==> src/rtl/vec_dispatch_queue_pkg.sv <==
// Shared vector-dispatch constants: opcode/funct3 encodings, default
// scalar width, FSM state type and classification helpers.
package vec_dispatch_queue_pkg;

    localparam int VEC_XLEN = 32;

    localparam logic [6:0] V_ARITH = 7'h57;
    localparam logic [6:0] V_LOAD  = 7'h07;
    localparam logic [6:0] V_STORE = 7'h27;
    localparam logic [2:0] CONF    = 3'b111;

    typedef enum logic {
        RUN   = 1'b0,
        FENCE = 1'b1
    } dispatch_state_e;

    // True for any opcode handled by the vector unit.
    function automatic logic is_vec_opcode(input logic [6:0] opcode);
        return (opcode == V_ARITH) || (opcode == V_LOAD) || (opcode == V_STORE);
    endfunction

    // vsetvli/vsetivli/vsetvl share the arithmetic opcode with funct3 = 111.
    function automatic logic is_conf_inst(input logic [6:0] opcode, input logic [2:0] funct3);
        return (opcode == V_ARITH) && (funct3 == CONF);
    endfunction

endpackage

==> src/rtl/vec_fifo.sv <==
// First-word-fall-through circular FIFO with synchronous flush.
// The head entry is always visible on rd_data; it is valid while !empty.
module vec_fifo #(
    parameter int WIDTH = 96,
    parameter int DEPTH = 4,
    parameter int AW    = $clog2(DEPTH)
) (
    input  logic             clk,
    input  logic             reset,
    input  logic             flush,
    input  logic             push,
    input  logic [WIDTH-1:0] wr_data,
    input  logic             pop,
    output logic [WIDTH-1:0] rd_data,
    output logic             full,
    output logic             empty
);

    logic [WIDTH-1:0] mem [DEPTH];
    logic [AW-1:0]    wr_ptr;
    logic [AW-1:0]    rd_ptr;
    logic [AW:0]      count;

    // Pointer and occupancy bookkeeping; flush overrides push and pop.
    // NOTE: state registers use non-blocking (<=) so every flop samples pre-edge values.
    always_ff @(posedge clk or negedge reset) begin
        if (!reset) begin
            wr_ptr <= '0;
            rd_ptr <= '0;
            count  <= '0;
        end else if (flush) begin
            wr_ptr <= '0;
            rd_ptr <= '0;
            count  <= '0;
        end else begin
            if (push) wr_ptr <= wr_ptr + 1'b1;
            if (pop)  rd_ptr <= rd_ptr + 1'b1;
            case ({push, pop})
                2'b10:   count <= count + 1'b1;
                2'b01:   count <= count - 1'b1;
                default: count <= count;
            endcase
        end
    end

    // Entry storage write port.
    // NOTE: storage has no reset; contents are don't-care until written and gated by count.
    always_ff @(posedge clk) begin
        if (push && !flush) mem[wr_ptr] <= wr_data;
    end

    assign rd_data = mem[rd_ptr];
    assign full    = (count == (AW+1)'(DEPTH));
    assign empty   = (count == '0);

endmodule

==> src/rtl/vec_dispatch_queue.sv <==
// Scalar-side issue buffer: classifies offered instructions, queues vector
// ones with their operands for vec_decode, and fences on vector config
// instructions until the CSR unit returns vl, which is written back to rd.
module vec_dispatch_queue
    import vec_dispatch_queue_pkg::*;
#(
    parameter int XLEN  = VEC_XLEN,
    parameter int DEPTH = 4
) (
    input  logic            clk,
    input  logic            reset,
    input  logic            flush,
    input  logic            inst_valid,
    input  logic [XLEN-1:0] inst_in,
    input  logic [XLEN-1:0] rs1_in,
    input  logic [XLEN-1:0] rs2_in,
    output logic            inst_ready,
    output logic            is_vec,
    output logic            vec_valid,
    output logic [XLEN-1:0] vec_inst,
    output logic [XLEN-1:0] vec_rs1_data,
    output logic [XLEN-1:0] vec_rs2_data,
    input  logic            vec_ready,
    input  logic            vl_valid,
    input  logic [XLEN-1:0] vl_in,
    output logic            rd_wr_en,
    output logic [4:0]      rd_addr,
    output logic [XLEN-1:0] rd_data,
    output logic            busy
);

    dispatch_state_e state_q, state_d;
    logic            full;
    logic            empty;
    logic            is_conf;
    logic            push;
    logic            pop;
    logic            conf_push;
    logic [3*XLEN-1:0] head;

    assign is_vec     = is_vec_opcode(inst_in[6:0]);
    assign is_conf    = is_conf_inst(inst_in[6:0], inst_in[14:12]);
    assign inst_ready = (state_q == RUN) && !full;
    assign push       = inst_valid && inst_ready && is_vec && !flush;
    assign pop        = vec_valid && vec_ready && !flush;
    assign conf_push  = push && is_conf;

    vec_fifo #(
        .WIDTH (3*XLEN),
        .DEPTH (DEPTH)
    ) u_fifo (
        .clk     (clk),
        .reset   (reset),
        .flush   (flush),
        .push    (push),
        .wr_data ({inst_in, rs1_in, rs2_in}),
        .pop     (pop),
        .rd_data (head),
        .full    (full),
        .empty   (empty)
    );

    assign vec_valid    = !empty;
    assign vec_inst     = head[3*XLEN-1:2*XLEN];
    assign vec_rs1_data = head[2*XLEN-1:XLEN];
    assign vec_rs2_data = head[XLEN-1:0];
    assign busy         = vec_valid || (state_q == FENCE);

    // Dispatch state register.
    always_ff @(posedge clk or negedge reset) begin
        if (!reset) state_q <= RUN;
        else        state_q <= state_d;
    end

    // Next-state logic: fence on config enqueue, release on vl or flush.
    // NOTE: default assignment first so no path leaves state_d unassigned (no latch).
    always_comb begin
        state_d = state_q;
        case (state_q)
            RUN:     if (conf_push) state_d = FENCE;
            FENCE:   if (flush || vl_valid) state_d = RUN;
            default: state_d = RUN;
        endcase
    end

    // Capture the fence destination and emit the one-cycle vl writeback.
    always_ff @(posedge clk or negedge reset) begin
        if (!reset) begin
            rd_wr_en <= 1'b0;
            rd_addr  <= '0;
            rd_data  <= '0;
        end else begin
            rd_wr_en <= 1'b0;
            if (conf_push) rd_addr <= inst_in[11:7];
            if (!flush && (state_q == FENCE) && vl_valid && (rd_addr != 5'd0)) begin
                rd_wr_en <= 1'b1;
                rd_data  <= vl_in;
            end
        end
    end

endmodule

==> config.mk <==
export PLATFORM = sky130hd
export DESIGN_NAME = vec_dispatch_queue
export DESIGN_NICKNAME = d
export VERILOG_FILES = /design/src/rtl/vec_dispatch_queue_pkg.sv /design/src/rtl/vec_fifo.sv /design/src/rtl/vec_dispatch_queue.sv
export SDC_FILE = /design/constraint.sdc
export NUM_CORES = 1
export LEC_CHECK = 0
export ABC_AREA = 1
export CAP_MARGIN = 30
export CORE_ASPECT_RATIO = 0.7
export CORE_MARGIN = 3
export CORE_UTILIZATION = 30
export DETAILED_ROUTE_END_ITERATION = 8
export PLACE_DENSITY_LB_ADDON = 0.08
export SLEW_MARGIN = 40
export SYNTH_ARGS = -nofsm -noshare
export SYNTH_HDL_FRONTEND = slang
export SYNTH_SLANG_ARGS = --single-unit
==> constraint.sdc <==
create_clock -name clk -period 9.6 [get_ports clk]
set_clock_uncertainty 0.1 [all_clocks]
set_input_delay 0.96 -clock clk [delete_from_list [all_inputs] [get_ports clk]]
set_output_delay 0.96 -clock clk [all_outputs]
set_load 0.02 [all_outputs]
Yosys cells after proc, flatten, opt, wreduce, memory -nomap -nowiden

Memories as Yosys holds them, arrays and structs flattened.
Cells that the tools add are included.

$add $sub $neg: 4
Equal/unequal tests: 7
Mux-type cells: 12
Bitwise operators: 1
Reduce and logical (&&, ||, !) cells: 24

Operators by type and width:

| operator                                             | number |
|---|---|
| logical AND 1 bit                                    | 12 |
| two-way mux 2 bit                                    | 4 |
| equality test 7 x 3 -> 1 bit (second input constant) | 1 |
| equality test 7 x 6 -> 1 bit (second input constant) | 1 |
| equality test 7 bit (second input constant)          | 1 |
| equality test 3 bit (second input constant)          | 2 |
| one-hot mux 3 bit (2 select lines)                   | 1 |
| two-way mux 1 bit                                    | 5 |
| nonzero test 5 bit                                   | 1 |
| adder 2 x 1 -> 2 bit (second input constant)         | 2 |
| logical OR 1 bit                                     | 4 |
| nonzero test 2 bit                                   | 2 |
| adder 3 x 1 -> 3 bit (second input constant)         | 1 |
| zero test 1 bit                                      | 3 |
| zero test 3 bit                                      | 1 |
| two-way mux 3 bit                                    | 1 |
| nonzero test 3 bit                                   | 1 |
| subtractor 3 x 1 -> 3 bit (second input constant)    | 1 |
| equality test 2 x 1 -> 1 bit (second input constant) | 1 |
| equality test 2 bit (second input constant)          | 1 |
| one-hot mux 1 bit (2 select lines)                   | 1 |
| NOT 1 bit                                            | 1 |

Flip-flop bits (word level): 46
Bits in writable memories: 384
Input bits: 134
Output and inout port bits: 138
Memories kept: 1

Memory list:

| name       | depth | bits a word | read ports | clocked after memory_dff | wr ports | line           | source |
|---|---|---|---|---|---|---|---|
| u_fifo.mem | 4     | 96          | 1          | 0                        | 1        | vec_fifo.sv:19 | `logic [WIDTH-1:0] mem [DEPTH];` |

Longest topological paths before layout

Depth after elaboration: 9
Gate-level depth with buffers: 13

Hierarchy

A second synthesis with hierarchy kept.

Cell total of the unflattened synthesis: 1,190
Area, all modules: 16,389.5 µm²

By module, submodules not included:

| module             | times used | cells each | area each (µm²) | sequential area each (µm²) |
|---|---|---|---|---|
| vec_fifo           | 1          | 988        | 14,681.6        | 11,706.2 |
| vec_dispatch_queue | 1          | 202        | 1,707.9         | 975.9 |

Least setup slack after synthesis

OpenSTA, ideal clock, no wires.

Path type: input to register
Start point: in inst_in[3]
End point: mem u_fifo.mem[0][0], enable pin
Setup time: 552 ps
Arrival time: 5,558 ps
Required time: 8,948 ps
Path slack: 3,390 ps
Cell stages on the path: 7
Buffers on the path: 0
Cell sequence: inv_1 > nand2_1 > nor2_1 > nand2_2 > nor2_8 > nand2_1 > nor2_1

Cells in the longest elaborated chain, start to end: 8
Elaborated cells between the ends (all ways): 10
Classes of those cells: 3 x eq/ne; 2 x mux; 5 x reduce/logical

RTL lines:

| what                                                                       | line                         | source |
|---|---|---|
| start, declared                                                            | vec_dispatch_queue.sv:14     | `input logic [XLEN-1:0] inst_in,` |
| equality test 7 bit / equality test 7 x 3 -> 1 bit (equally long branches) | vec_dispatch_queue_pkg.sv:19 | `return (opcode == V_ARITH) \|\| (opcode == V_LOAD) \|\| (opcode == V_STORE);` |
| logical OR 1 bit                                                           | vec_dispatch_queue_pkg.sv:19 |  |
| logical OR 1 bit *                                                         | vec_dispatch_queue_pkg.sv:19 |  |
| logical AND 1 bit * (2 in series)                                          | vec_dispatch_queue.sv:44     | `assign push = inst_valid && inst_ready && is_vec && !flush;` |
| logical AND 1 bit *                                                        | vec_fifo.sv:49               | `if (push && !flush) mem[wr_ptr] <= wr_data;` |
| two-way mux 1 bit *                                                        | vec_fifo.sv:49               |  |
| two-way mux 1 bit (implied by the code) *                                  | vec_fifo.sv:49               |  |
| end, declared                                                              | vec_fifo.sv:19               |  |

Mark *: on every way between the ends. The rest lies on a longest branch, timed or not.

Worst setup path after layout

Start point: reg u_fifo.rd_ptr[0]
End point: out vec_rs1_data[30]

Cells in the longest elaborated chain, start to end: 1

RTL lines:

| what                   | line                     | source |
|---|---|---|
| start, declared        | vec_fifo.sv:21           | `logic [AW-1:0] rd_ptr;` |
| start signal, assigned | vec_fifo.sv:37           | `if (pop) rd_ptr <= rd_ptr + 1'b1;` |
| memory (4 x 96 bit)    | --                       |  |
| end, declared          | vec_dispatch_queue.sv:21 | `output logic [XLEN-1:0] vec_rs1_data,` |

No other way between the ends.

==> impl_metrics.py <==
metrics = {
    "clock_tree": {
        "clk_pin_slew_ns": 0.06,
        "cts-buffers-inserted": 45,
        "htreeDepth": 2,
        "cts_tree": "built",
        "insertion_delay_ns": 0.54,
        "cts_hold_buf": 0,
        "ctsResizeCount": 0,
        "clock_path_buffers": 3,
        "cts-root-buf": "clkbuf_16",
        "post_cts_buffers": 0,
        "clock_sinks": 430,
    },
    "timing": {
        "slew_viol_final": 0,
        "fmax_ghz": 0.204,
        "worstMarginPinSlew_ns": 0.799,
        "fin_tns_setup_ns": 0,
        "finalHoldViolCount": 0,
        "whs_ns": 0.380,
        "relSlewSlack_pct": 46.7,
        "setup-violations-final": 0,
        "grt_setup_unrepaired": "no",
        "finalCritPeriodShare_pct": 51.0,
        "fin_crit_ns": 4.90,
    },
    "drt": {
        "drt_iter0_markers": 695,
        "drc": 0,
        "totalWireLength_um": 43600,
        "avgViaCountPerCell": 4.60,
        "dr.pass1.iters": 5,
        "routedWlPerCell_um": 19.8,
        "drtAntennaViolNets": 0,
        "vias": 10100,
    },
    "place": {
        "place_hpwl_um": 25500,
        "io_buffers": 271,
        "gp_congestion": 0.701,
        "placed_cell_area_mm2": 0.0197,
    },
    "cells_and_area": {
        "fin_area_mm2": 0.0212,
        "drive_above_1_share_pct": 8.06,
        "areaGrowthSynthToFinish_pct": 29.9,
        "multi_input_area_mm2": 0.00317,
        "fill_cells": 4944,
        "fin_nets": 1580,
        "antenna_cells": 0,
        "seqCellArea_mm2": 0.0127,
    },
    "die": {
        "rows": 70,
        "initial_core_util_pct": 30.8,
        "die_area_mm2": 0.0572,
        "die_h_um": 201,
        "die_w_um": 285,
        "ios": 272,
        "coreArea_mm2": 0.0530,
    },
    "synthesis": {
        "netlist_area_mm2": 0.0163,
        "syn-num-nets": 1314,
        "ys_seq_elements": 430,
        "syn_avg_cell_area_um2": 13.9,
        "yosysUniqueCellTypes": 35,
        "synth_cells": 1175,
        "synth_top_area_cell": "edfxtp_1",
        "ys_seq_area_share_pct": 77.8,
        "yosys-top-cells-area": "edfxtp_1 71%, dfrtp_1 7.1%, o21ai_0 5.2%, nor2_1 4.6%, o22ai_1 3.7%",
        "ys_warn_count": 0,
        "synth_top_area_share_pct": 70.7,
    },
    "critical_path": {
        "max_stage_delay_ns": 0.76,
        "crit_arrival_ns": 3.84,
        "worstPathMaxFanout": 100,
        "crit_type": "reg2out",
        "r2r-start": "u_fifo.count[0]$_DFFE_PN0P_",
        "rrSetupSlack_ns": 7.07,
        "end_kind": "output pin",
        "setup.worst_path.start_class": "register",
        "path_cells": "buf_4 -> buf_6 -> o21ai_0 -> o22ai_1 -> clkdlybuf4s50_1",
        "critPathSlowestCell": "dfrtp_4",
        "r2r_cells": 7,
        "reg2reg_to": "u_fifo.mem[1][32]$_DFFE_PP_",
        "crit_required_ns": 8.54,
    },
    "pwr": {
        "p_int_mw": 3.07,
        "power_switching_mw": 0.775,
        "swShare_pct": 20.1,
        "leakage_nw": 7.35,
        "power_frac_comb_pct": 3.0,
        "peakVddDrop_mv": 0.0926,
        "powerDensity_mw_per_mm2": 182,
        "clkPwrFrac_pct": 44.0,
        "pwr-share-seq_pct": 53.0,
    },
    "global_routing": {
        "grt_pass1_vias": 10100,
        "grt-ovfl-total": 0,
        "grt_pass1_wl_um": 65700,
        "antenna_found_initial": 3,
        "grt_max_degree": 116,
        "grt_use_total_pct": 14.9,
    },
    "worst_hold_path": {
        "worstHoldPathType": "reg2reg",
        "min_delay_path_depth": 2,
        "holdPathEnd": "rd_data[21]$_DFFE_PN0P_",
        "min_from": "rd_data[21]$_DFFE_PN0P_",
    },
    "outcome": {
        "status": "finished clean",
    },
    "flow_run": {
        "cap_violations": 0,
    },
}
final cells by class:
class                           instances  area share, %
Multi-Input combinational cell        650           15.0
Timing Repair Buffer                  288           13.6
Tap cell                              720           4.25
Inverter                               26          0.526
Sequential cell                       430           59.9
Clock buffer                           54           5.68
Clock inverter                         29           1.03
power by group through the flow:
stage | sequential (mW) | combinational (mW) | clock [mW]
5_1_grt | 2.04 | 0.124 | 1.83
3_5_place_dp | 2.08 | 0.116 | 0
3_3_place_gp | 2.08 | 0.115 | 0
2_1_floorplan | 2.08 | 0.0195 | 0
6_report | 2.04 | 0.114 | 1.69
4_1_cts | 2.04 | 0.116 | 1.75
state kept, by name, indices dropped and copies added, names as in the netlist:
signal         count
u_fifo.mem       384
u_fifo.wr_ptr      2
u_fifo.count       3
rd_addr            5
u_fifo.rd_ptr      2
rd_data           32
state_q            1
rd_wr_en           1
metrics by stage:
step	worst slack [ns]	power [mW]	util, %	instances
6_report	4.70	3.85	40.0	2197
5_1_grt	4.46	3.99	40.0	2197
4_1_cts	4.56	3.91	39.9	2195
3_5_place_dp	5.16	2.19	37.2	2112
3_3_place_gp	4.93	2.19	37.1	2111
2_1_floorplan	3.39	2.10	-	1175
logic make-up after synthesis:
logic type | share of synthesized area [%]
adder cells (fa/ha/maj) | 0.430
XOR/XNOR | 0.0537
AO/OA/AOI/OAI | 10.1
flip-flops | 77.8
AND/OR/NAND/NOR | 8.63
buffers and inverters | 2.98
cell usage after synthesis (all sizes together):
| cell type | number |
|---|---|
| and3 | 1 |
| a21oi | 3 |
| xnor2 | 1 |
| o31ai | 1 |
| dfrtp | 46 |
| ha | 4 |
| o21ai | 201 |
| edfxtp | 384 |
| fa | 1 |
| inv | 26 |
| buf | 34 |
| nor2 | 204 |
| nand2 | 127 |
| o22ai | 96 |
| nand3 | 9 |
| nand4 | 1 |
| clkbuf | 35 |
| nor3 | 1 |
cells in the final DEF (no fill, tap or decap), drive strengths merged:
cell type / n
edfxtp: 384
clkdlybuf4s50: 270
nor2: 204
o21ai: 201
nand2: 127
o22ai: 96
clkbuf: 54
dfrtp: 46
inv: 26
clkinv: 25
buf: 18
nand3: 9
ha: 4
bufinv: 3
a21oi: 3
nor3: 1
and3: 1
nand4: 1
o31ai: 1
xnor2: 1
fa: 1
clkinvlp: 1
layer usage:
layer	vias up	routed length [um]	GRT usage [%]
met5	-	34	0
met4	6	736	2.88
met3	58	2020	3.10
met2	186	19600	22.8
met1	5032	21200	21.8
li1	4835	-	-
worst max path at each step:
stage,cells past startpoint,start,end
2_1_floorplan,7,inst_in[3],u_fifo.mem[0][0]$_DFFE_PP_
3_3_place_gp,5,u_fifo.rd_ptr[0]$_DFFE_PN0P_,vec_inst[17]
3_5_place_dp,5,u_fifo.rd_ptr[0]$_DFFE_PN0P_,vec_inst[17]
4_1_cts,5,u_fifo.rd_ptr[0]$_DFFE_PN0P_,vec_inst[17]
5_1_grt,5,u_fifo.rd_ptr[0]$_DFFE_PN0P_,vec_inst[11]
6_report,5,u_fifo.rd_ptr[0]$_DFFE_PN0P_,vec_rs1_data[30]
critical path, delay by kind of cell (launching register included):
kind            cells  cell delay, ns
flops               1            0.76
buf+inv             3            1.84
compound gates      2            0.56
No activity file was read; power rests on OpenSTA's default activity.
